## src/rtl/rv32i_pkg.sv

```systemverilog
// Shared RV32I fetch-side types and constants for the PC sequencer slice.
package rv32i_pkg;

    localparam int XLEN = 32;

    localparam logic [XLEN-1:0] NOP_INST = 32'h0000_0013;
    localparam logic [XLEN-1:0] PC_INC   = 32'd4;

    typedef enum logic [1:0] {
        IDLE,
        FETCH,
        HOLD,
        DRAIN
    } fetch_state_t;

endpackage

```

## src/rtl/pc_perf_counter.sv

```systemverilog
// Wrap-around event counter with an asynchronous active-low clear.
module pc_perf_counter #(
    parameter int CNT_W = 32
) (
    input  logic             clk,
    input  logic             rst_n,
    input  logic             en,
    output logic [CNT_W-1:0] count
);

    localparam logic [CNT_W-1:0] ONE = {{(CNT_W-1){1'b0}}, 1'b1};

    always_ff @(posedge clk or negedge rst_n) begin
        if (!rst_n) begin
            count <= '0;
        end else if (en) begin
            count <= count + ONE;
        end
    end

endmodule

```

## src/rtl/pc_sequencer.sv

```systemverilog
// Fetch controller: owns the PC, drives a single-outstanding req/ack fetch,
// holds instructions against stall and redirects on execute-stage branches.
module pc_sequencer
    import rv32i_pkg::*;
#(
    parameter logic [XLEN-1:0] RESET_PC = 32'h0000_0000,
    parameter int              CNT_W    = 32
) (
    input  logic             clk,
    input  logic             rst_n,
    output logic             IMemReq,
    output logic [XLEN-1:0]  IMemAddr,
    input  logic             IMemAck,
    input  logic [XLEN-1:0]  IMemRdata,
    output logic             InstValid,
    output logic [XLEN-1:0]  Inst,
    output logic [XLEN-1:0]  InstPC,
    input  logic             Stall,
    input  logic             ExBranch,
    input  logic             ExTaken,
    input  logic             ExJump,
    input  logic [XLEN-1:0]  ExTarget,
    output logic             Flush,
    output logic             MisalignTrap,
    output logic [CNT_W-1:0] BranchCnt,
    output logic [CNT_W-1:0] TakenCnt
);

    fetch_state_t    state;
    fetch_state_t    next_state;
    logic [XLEN-1:0] pc;
    logic [XLEN-1:0] drain_addr;
    logic            ctrl_flow;
    logic            aligned;
    logic            redir;
    logic            misalign;
    logic            deliver;

    assign ctrl_flow = (ExBranch & ExTaken) | ExJump;
    assign aligned   = (ExTarget[1:0] == 2'b00);
    assign redir     = ctrl_flow & aligned;
    assign misalign  = ctrl_flow & ~aligned;
    assign deliver   = (state == FETCH) & IMemAck & ~redir;

    always_ff @(posedge clk or negedge rst_n) begin
        if (!rst_n) begin
            state <= IDLE;
        end else begin
            state <= next_state;
        end
    end

    always_comb begin
        next_state = state;
        case (state)
            IDLE:  next_state = FETCH;
            FETCH: begin
                if (redir) begin
                    next_state = IMemAck ? FETCH : DRAIN;
                end else if (IMemAck) begin
                    next_state = Stall ? HOLD : FETCH;
                end
            end
            HOLD: begin
                if (redir || !Stall) begin
                    next_state = FETCH;
                end
            end
            // A redirect without an ack keeps draining; the ack always ends the drain.
            DRAIN: begin
                if (IMemAck) begin
                    next_state = FETCH;
                end
            end
            default: next_state = IDLE;
        endcase
    end

    always_comb begin
        IMemReq  = 1'b0;
        IMemAddr = pc;
        case (state)
            FETCH: IMemReq = 1'b1;
            DRAIN: begin
                IMemReq  = 1'b1;
                IMemAddr = drain_addr;
            end
            default: IMemReq = 1'b0;
        endcase
    end

    // drain_addr keeps the in-flight address stable after pc jumps to the target.
    always_ff @(posedge clk or negedge rst_n) begin
        if (!rst_n) begin
            pc           <= RESET_PC;
            drain_addr   <= RESET_PC;
            Inst         <= NOP_INST;
            InstPC       <= RESET_PC;
            InstValid    <= 1'b0;
            Flush        <= 1'b0;
            MisalignTrap <= 1'b0;
        end else begin
            Flush        <= redir;
            MisalignTrap <= misalign;
            if ((state == FETCH) && redir && !IMemAck) begin
                drain_addr <= pc;
            end
            if (redir) begin
                pc        <= ExTarget;
                InstValid <= 1'b0;
                Inst      <= NOP_INST;
            end else if (deliver) begin
                Inst      <= IMemRdata;
                InstPC    <= pc;
                InstValid <= 1'b1;
                pc        <= pc + PC_INC;
            end else if ((state != HOLD) || !Stall) begin
                InstValid <= 1'b0;
            end
        end
    end

    pc_perf_counter #(.CNT_W(CNT_W)) u_branch_cnt (
        .clk   (clk),
        .rst_n (rst_n),
        .en    (ExBranch),
        .count (BranchCnt)
    );

    pc_perf_counter #(.CNT_W(CNT_W)) u_taken_cnt (
        .clk   (clk),
        .rst_n (rst_n),
        .en    (ExBranch & ExTaken),
        .count (TakenCnt)
    );

endmodule

```

## config.mk

```make
export PLATFORM = sky130hd
export DESIGN_NAME = pc_sequencer
export DESIGN_NICKNAME = d
export VERILOG_FILES = /design/src/rtl/rv32i_pkg.sv /design/src/rtl/pc_perf_counter.sv /design/src/rtl/pc_sequencer.sv
export SDC_FILE = /design/constraint.sdc
export NUM_CORES = 1
export LEC_CHECK = 0
export BUFFER_PORTS_ARGS = -buffer_cell sky130_fd_sc_hd__buf_2
export CORE_MARGIN = 2
export CORE_UTILIZATION = 35
export DETAILED_ROUTE_END_ITERATION = 16
export GPL_ROUTABILITY_DRIVEN = 0
export PLACE_DENSITY = 0.57
export SYNTH_ARGS = -nofsm -noshare
export SYNTH_HDL_FRONTEND = slang
export SYNTH_SLANG_ARGS = --single-unit
```

## constraint.sdc

```tcl
create_clock -name clk -period 2.8 [get_ports clk]
set_input_delay 0.7 -clock clk [delete_from_list [all_inputs] [get_ports clk]]
set_output_delay 0.7 -clock clk [all_outputs]
set_load 0.01 [all_outputs]
```

== Word-level counts from Yosys, hierarchy flattened ==
Index checks and enable logic that the tools add are counted.

* Output and inout port bits: 164
* Bits in registers: 197

* $add $sub $neg: 3
* Reduce and logical (&&, ||, !) cells: 13
* Bitwise operators: 8
* Multiplexer cells: 16
* Eq/ne operators: 7

{| class="wikitable"
|+ Operator list
! kind !! number
|-
| $mux 32 || 5
|-
| $add 32x1->32 const B || 2
|-
| $add 32x3->32 const B || 1
|-
| $mux 2 || 6
|-
| $pmux 2 s4 || 1
|-
| $ne 2x2->1 const B || 3
|-
| $and 1x1->1 || 5
|-
| $eq 2x2->1 const B || 2
|-
| $logic_not 2->1 || 2
|-
| $mux 1 || 4
|-
| $ne 3x3->1 const B || 1
|-
| $reduce_and 3->1 || 1
|-
| $reduce_bool 3->1 || 1
|-
| $eq 2x1->1 const B || 1
|-
| $logic_and 1x1->1 || 2
|-
| $logic_not 1->1 || 2
|-
| $logic_or 1x1->1 || 2
|-
| $not 1->1 || 2
|-
| $reduce_and 2->1 || 1
|-
| $reduce_bool 2->1 || 1
|-
| $reduce_or 2->1 || 1
|-
| $or 1x1->1 || 1
|}

== Longest topological paths before layout ==
Gate-level depths: netlist (run 1).

* Word-level depth: 7
* Depth in mapped cells: 7

== By module ==
From an unflattened synthesis (run 1), not the netlist that was laid out.

* Cells, all modules: 797
* Area total of the unflattened synthesis: 8952.3 um2

{| class="wikitable"
|+ By module, submodules not included
! module !! area an instance (um2) !! seq. area each (um2) !! instances !! cells each
|-
| pc_sequencer || 6054.6 || 3331.9 || 1 || 551
|-
| pc_perf_counter || 1448.9 || 800.8 || 2 || 123
|}

== Worst setup path after synthesis (run 1) ==
OpenSTA, ideal clock, no wires.

* Kind: input to register
* Start: in IMemAck
* End: reg pc[30]
* Data arrival time: 2.203 ns
* Stages: 6
* Path slack: 0.515 ns
* Buffers on the path: 2
* Cells stage by stage: buf_2 nand4b_1 or3_1 clkbuf_1 or4_1 a31oi_1

* Word-level cells in the longest chain between the ends: 3

{| class="wikitable"
|+ Ends and longest elaborated chain
! what !! RTL line !! text
|-
| from (decl) || pc_sequencer.sv:13 || <nowiki>input logic IMemAck,</nowiki>
|-
| $and 1x1->1 (2 in a row) || pc_sequencer.sv:43 || <nowiki>assign deliver = (state == FETCH) & IMemAck & ~redir;</nowiki>
|-
| $reduce_bool 2->1 (no line) || -- ||
|-
| to (signal assigned) || pc_sequencer.sv:109 || <nowiki>pc <= ExTarget;</nowiki>
|-
| to (signal assigned) || pc_sequencer.sv:116 || <nowiki>pc <= pc + PC_INC;</nowiki>
|-
| to (decl) || pc_sequencer.sv:31 || <nowiki>logic [XLEN-1:0] pc;</nowiki>
|}

No other way between the ends.
A chain may end at the register's enable or synchronous reset.

== Worst setup path in the final report (run 1) ==
* Start: reg state[0]
* End: out IMemAddr[2]

* Word-level cells in the longest chain between the ends: 2

{| class="wikitable"
|+ Ends and longest elaborated chain
! what !! RTL line !! text
|-
| from (decl) || pc_sequencer.sv:29 || <nowiki>fetch_state_t state;</nowiki>
|-
| from (signal assigned) || pc_sequencer.sv:49 || <nowiki>state <= next_state;</nowiki>
|-
| $eq 2x2->1 || pc_sequencer.sv:82 || <nowiki>case (state)</nowiki>
|-
| $mux 32 || pc_sequencer.sv:82 ||
|-
| to (decl) || pc_sequencer.sv:12 || <nowiki>output logic [XLEN-1:0] IMemAddr,</nowiki>
|}

No other way between the ends.

==> metrics.txt, run 1 <==
Total GRT Usage 0.174; Synth Warn # 0; Critical Path Start Type flip-flop; port bufs approximately 230; Power Density just under 800 nW/um^2; syn nets approximately 900; Final TNS setup 0 ns; Synth area leaders dfrtp_1, mux2_2, nand2_1; Final Core Density 0.443; Worst setup EP type output port; Detailed Route Iter0 Violations 374; combinational fraction of design power 0.258; worst-skew pair later-pin latency 0.43 ns; outcome completed; worst hold slack 0.258 ns; first-pass GRT wire length 36900 microns; Seq/Total Area, Yosys 0.552; switch share 0.320; static leakage 5.30 nW; Critical Path AT between 1.5 and 2 ns; number of remaining DRC errors 0; Final WS setup 0.116 ns; Max Freq approximately 0.37 GHz; RSZ-0062 raised after global routing no; Fin. Hold Viols 0; Crit Path Class flip-flop to output port; Tightest Pin Transition 0.585 ns; initial antenna violation count 3; synthesized area 8940 sq um; area share of the largest cell type after synthesis 0.543; clock-pin slew on the worst setup and hold paths about 0.07 ns; number of iterations in the first detailed-routing pass 4; gr ovfl total 0; routed vias/inst roughly 5.0; internal power 5.98 mW; switching power 2.81 mW; CTS resizes 0; Clock Sinks between 150 and 200; Post-synth EDFFs 0; Filler cells 2480; post-route ant nets 0; Syn Inst Count ~800; Num CTS Buffers 17; core area between 20000 and 30000 sq um; cell row count 58; skew final 0.0133 ns; sequential share of power 0.462; endpoints failing setup 0; dominant cell type by area after synthesis dfrtp_1; final wirelength approximately 23000 microns; Synth top cells by count dfrtp_1, nand2_1, mux2_2; Mapped Avg Cell Area 11.1 sq um; DIE HEIGHT 164 microns; peak fanout along the critical path 22; Die Span X 164 microns; routed len/inst 16.8 microns; Starting Density 0.356; pin count of the biggest net entering global routing just over 60; Hold Path Class primary input to asynchronous set/reset pin; layout cells sized above 1 0.374; vias in the first global route roughly 6800; Vias 6829; Final Instance Count excl. Fillers 1376; WP data required 2.10 ns; synth unique cells 45; die area 26800 sq um; root buf cell clkbuf_16; nets around 1100; dpl cells roughly 1300; asr flop ratio synth 1.00; area grow syn2layout 24.4%; setup repair bufs after CTS 0; crit path time final 2.68 ns; fin crit share 0.958; cell with the most instances after synthesis dfrtp_1; largest buffer count on any clock path 2; Top FF cell, synth dfrtp_1; Pins Over Slew Limit 0; #FFs+latches synth 197; hold buffers post-CTS 0; Post-DP HPWL 16200 microns; Worst slew margin 0.610; H-tree depth 4; clock network fraction of design power 0.280; IO Pins 235; CTS tree built; pre-CTS setup slack between 0.2 and 0.25 ns; # Max-Cap Violations 0; VDD IR-drop max 0.412 mV
==> per-layer routing <==
layer | global-route usage | share of wire
met4 | 0.0399 | 0.012
met5 | 0 | 0.00091
met3 | 0.0551 | 0.061
met2 | 0.273 | 0.46
met1 | 0.237 | 0.46
==> layout make-up <==
class                      count  area [sq um]  share of cell area
sequential                   197          4930               0.443
timing repair buffer         253          1370               0.123
multi-input combinational    551          3780               0.340
clock buffer                  21           460              0.0414
tap                          330           413              0.0371
clock inverter                11           118              0.0106
inverter                      11          41.3             0.00371
antenna                        2          5.00            0.000450
==> state kept, by name (all words and copies together) (netlist names) <==
name and count:
pc 32, Flush 1, drain_addr 32, u_taken_cnt.count 32, Inst 32, InstValid 1
u_branch_cnt.count 32, MisalignTrap 1, InstPC 32, state 2
==> stage by stage <==
stage | total power, mW | area, sq um
after floorplan | 5.37 | 8940
after global placement | 6.38 | 10500
after detailed placement | 6.43 | 10500
after CTS | 8.93 | 11100
after global routing | 9.32 | 11100
final | 8.79 | 11100
==> worst max-delay path, cell delays in order, from the launching register on <==
cell	delay, ns
dfrtp_1	0.52
nand2_1	0.17
buf_4	0.33
mux2_2	0.39
buf_2	0.14
==> worst paths after layout <==
path	startpoint	endpoint	slack [ns]	depth (start not counted)
max	state[0]	IMemAddr[2]	0.12	4
min	rst_n	InstPC[1]	0.26	1
max reg2reg	pc[7]	pc[25]	0.42	4
min reg2reg	u_branch_cnt.count[31]	u_branch_cnt.count[31]	0.47	1
max in group asynchronous	rst_n	InstPC[13]	1.82	2
min in group clk	ExTarget[2]	pc[2]	0.47	3
==> kinds of logic after synthesis <==
group	synth area share
AOI/OAI and AO/OA	0.0536
xor gates and xnor gates	0.0715
adders and majority gates	0.00420
buffers and inverters	0.0269
DFF	0.552
muxes	0.123
and+or+nand+nor	0.169
==> power by group through the flow <==
stage	registers (mW)	logic (mW)	clock network, mW
after floorplan	4.16	1.21	0
after global placement	4.10	2.29	0
after detailed placement	4.12	2.32	0
after CTS	4.06	2.32	2.54
after global routing	4.16	2.50	2.65
final	4.06	2.27	2.46
==> cell usage in the layout (no fill, tap or decap), drive strengths merged <==
master and instances:
nand4 23, and4b 1, mux2 97, a31oi 19
nor3 19, a22o 1, dfstp 3, or4 11
a21oi 32, clkbuf 22, nand3 33, nor2 30
inv 15, nand2b 2, nor4b 1, o21ai 22
nand4b 1, o21bai 1, and4 18, and3 10
clkinvlp 3, and2 5, nor2b 1, xor2 42
xnor2 31, clkinv 3, nand3b 1, buf 252
mux2i 1, ha 3, bufinv 1, diode 2
dfrtp 194, nor4 13, or3 11, o31ai 9
and3b 1, nand2 111, o22ai 1
Note: power is estimated with default switching activity, not from simulation.
==> run 2: changes to the inputs <==
--- a/config.mk
+++ b/config.mk
@@ -11,6 +11,7 @@
 export DETAILED_ROUTE_END_ITERATION = 16
 export GPL_ROUTABILITY_DRIVEN = 0
 export PLACE_DENSITY = 0.57
+export SETUP_SLACK_MARGIN = 0.15
 export SYNTH_ARGS = -nofsm -noshare
 export SYNTH_HDL_FRONTEND = slang
 export SYNTH_SLANG_ARGS = --single-unit
==> run 2 against run 1 <==
Compared with the run above: clock power hardly changed; cell count stayed put; clock skew hardly changed; largest power group unchanged; largest cell class unchanged; sequential cell count stayed put.
==> metrics.txt, run 2 (synthesized netlist as in run 1, its figures left out) <==
highest-count cells in the layout ignoring fill and taps buf_2, dfrtp_1, nand2_1, mux2_2, xor2_1; Critical Path Start Type flip-flop; Filler cells 2479 (-0.040%); IO Pins 235 (unchanged); root buf cell clkbuf_16; Post-Layout Inst Area 11100 sq um (about the same); routed vias/inst 4.96 (-0.10%); Max Freq 0.393 GHz (+5.5%); CP cell instances nand2_1 > buf_8 > mux2_2 > buf_2; initial antenna violation count 3 (unchanged); number of remaining DRC errors 0 (unchanged); die area 26800 sq um (unchanged); Num CTS Buffers 17 (unchanged); number of iterations in the first detailed-routing pass 4 (unchanged); cell row count 58 (unchanged); H-tree depth 4 (unchanged); worst hold slack 0.257 ns (-0.000322 ns); Critical Path AT 1.84 ns (-0.14 ns); WP data required 2.10 ns (about the same); Die Span X 164 microns (unchanged); Vias 6822 (-0.10%); port bufs 234 (unchanged); outcome completed; routed len/inst 16.8 microns (about the same); commonest non-fill, non-tap cell in the layout buf_2; crit path to IMemAddr[2]; Total GRT Usage 0.174 (unchanged); Final Core Density 0.443 (about the same); worst-skew pair later-pin latency 0.43 ns (about the same); VDD IR-drop max 0.412 mV (about the same); skew final 0.0133 ns (-0.000000100 ns); # Max-Cap Violations 0 (unchanged); final wirelength 23100 microns (about the same); Reg2Reg Launch Point pc[7]; Final TNS setup 0 ns (unchanged); Fin. Hold Viols 0 (unchanged); r2r worst-path depth 4 (unchanged); Power Density 790 nW/um^2 (about the same); CP max stage delay 0.49 ns (-0.03 ns); endpoints failing setup 0 (unchanged); area grow syn2layout 24.5% (about the same); peak fanout along the critical path 22 (unchanged); start point of the critical path state[0]; nets 1105 (unchanged); layout cells sized above 1 0.375 (+0.00192); Post-DP HPWL 16200 microns (unchanged); Clock Sinks 197 (unchanged); Pins Over Slew Limit 0 (unchanged); pin count of the biggest net entering global routing 62 (unchanged); CTS tree built; fin crit share 0.909 (-0.0499); first-pass GRT wire length 36900 microns (about the same); Worst setup EP type output port; dpl cell area 10500 sq um (unchanged); core area 25100 sq um (unchanged); Detailed Route Iter0 Violations 383 (+2.4%); Crit Path Class flip-flop to output port; Hold Path Class primary input to asynchronous set/reset pin; largest buffer count on any clock path 2 (unchanged); static leakage 5.31 nW (about the same); worst reg2reg endpoint pc[25]; DIE HEIGHT 164 microns (unchanged); vias in the first global route 6759 (-0.089%); reg2reg setup slack 0.43 ns (about the same); crit path time final 2.54 ns (-0.140 ns); highest-delay cell along the critical path dfrtp_2; gr ovfl total 0 (unchanged); RSZ-0062 raised after global routing no; clock-pin slew on the worst setup and hold paths 0.07 ns (about the same); Starting Density 0.356 (unchanged); post-route ant nets 0 (unchanged); setup repair bufs after CTS 0 (unchanged); Tightest Pin Transition 0.584 ns (-0.000920 ns); Worst slew margin 0.611 (+0.000614)
-- run 2: cell count changes in the layout (fill, tap and decap cells not counted) --
cell | previous run | this run
buf_4 | 15 | 14
dfrtp_2 | 0 | 2
dfrtp_1 | 194 | 192
buf_8 | 0 | 1
-- run 2: layer usage --
| layer | routed length, microns | global-route usage | vias up |
|---|---|---|---|
| met5 | 21 | 0 | - |
| met4 | 235 | 0.0375 | 4 |
| met3 | 1430 | 0.0551 | 17 |
| met2 | 10800 | 0.274 | 169 |
| met1 | 10700 | 0.237 | 3335 |
| li1 | - | - | 3297 |
-- run 2: what timing repair did --
action                                 4_1_cts  5_1_grt
gates cloned                                 0        0
hold buffers                                 0        0
setup endpoints to repair                   22       16
endpoints found under the hold margin        0        0
gates resized for setup                      2        2
-- run 2: per-stage QoR --
step                      power [mW]  worst slack [ns]  std cells
after floorplan                 5.37             0.515        805
after global placement          6.38             0.253       1342
after detailed placement        6.43             0.232       1342
after CTS                       8.93             0.183       1374
after global routing            9.32             0.185       1374
final                           8.80             0.256       1376
-- run 2: area by class of cell --
cell class,instances,area (sq um),area share
diodes,2,5.00,0.000449
clock buffers,21,460,0.0414
clock inverters,11,118,0.0106
inverters,11,41.3,0.00371
multi-input cells,551,3780,0.340
flip-flops and latches,197,4940,0.443
well taps,330,413,0.0371
repair buffers,253,1380,0.124
-- run 2: worst min-delay path by stage --
stage,depth (start not counted),to
2_1_floorplan,0,Flush
3_3_place_gp,1,u_branch_cnt.count[31]
3_5_place_dp,1,u_taken_cnt.count[31]
4_1_cts,1,InstPC[6]
5_1_grt,1,InstPC[1]
6_report,1,InstPC[1]
-- run 2: critical path: cells and delay by family, from the launching register on --
kind	cells	cell delay [ns]
simple gates	1	0.17
buf+inv	2	0.37
flops	1	0.49
mux	1	0.37
-- run 2: where the power goes --
group          internal, mW  switching [mW]
clock network          1.30            1.16
registers              3.53           0.529
logic                  1.15            1.12
total                  5.98            2.81
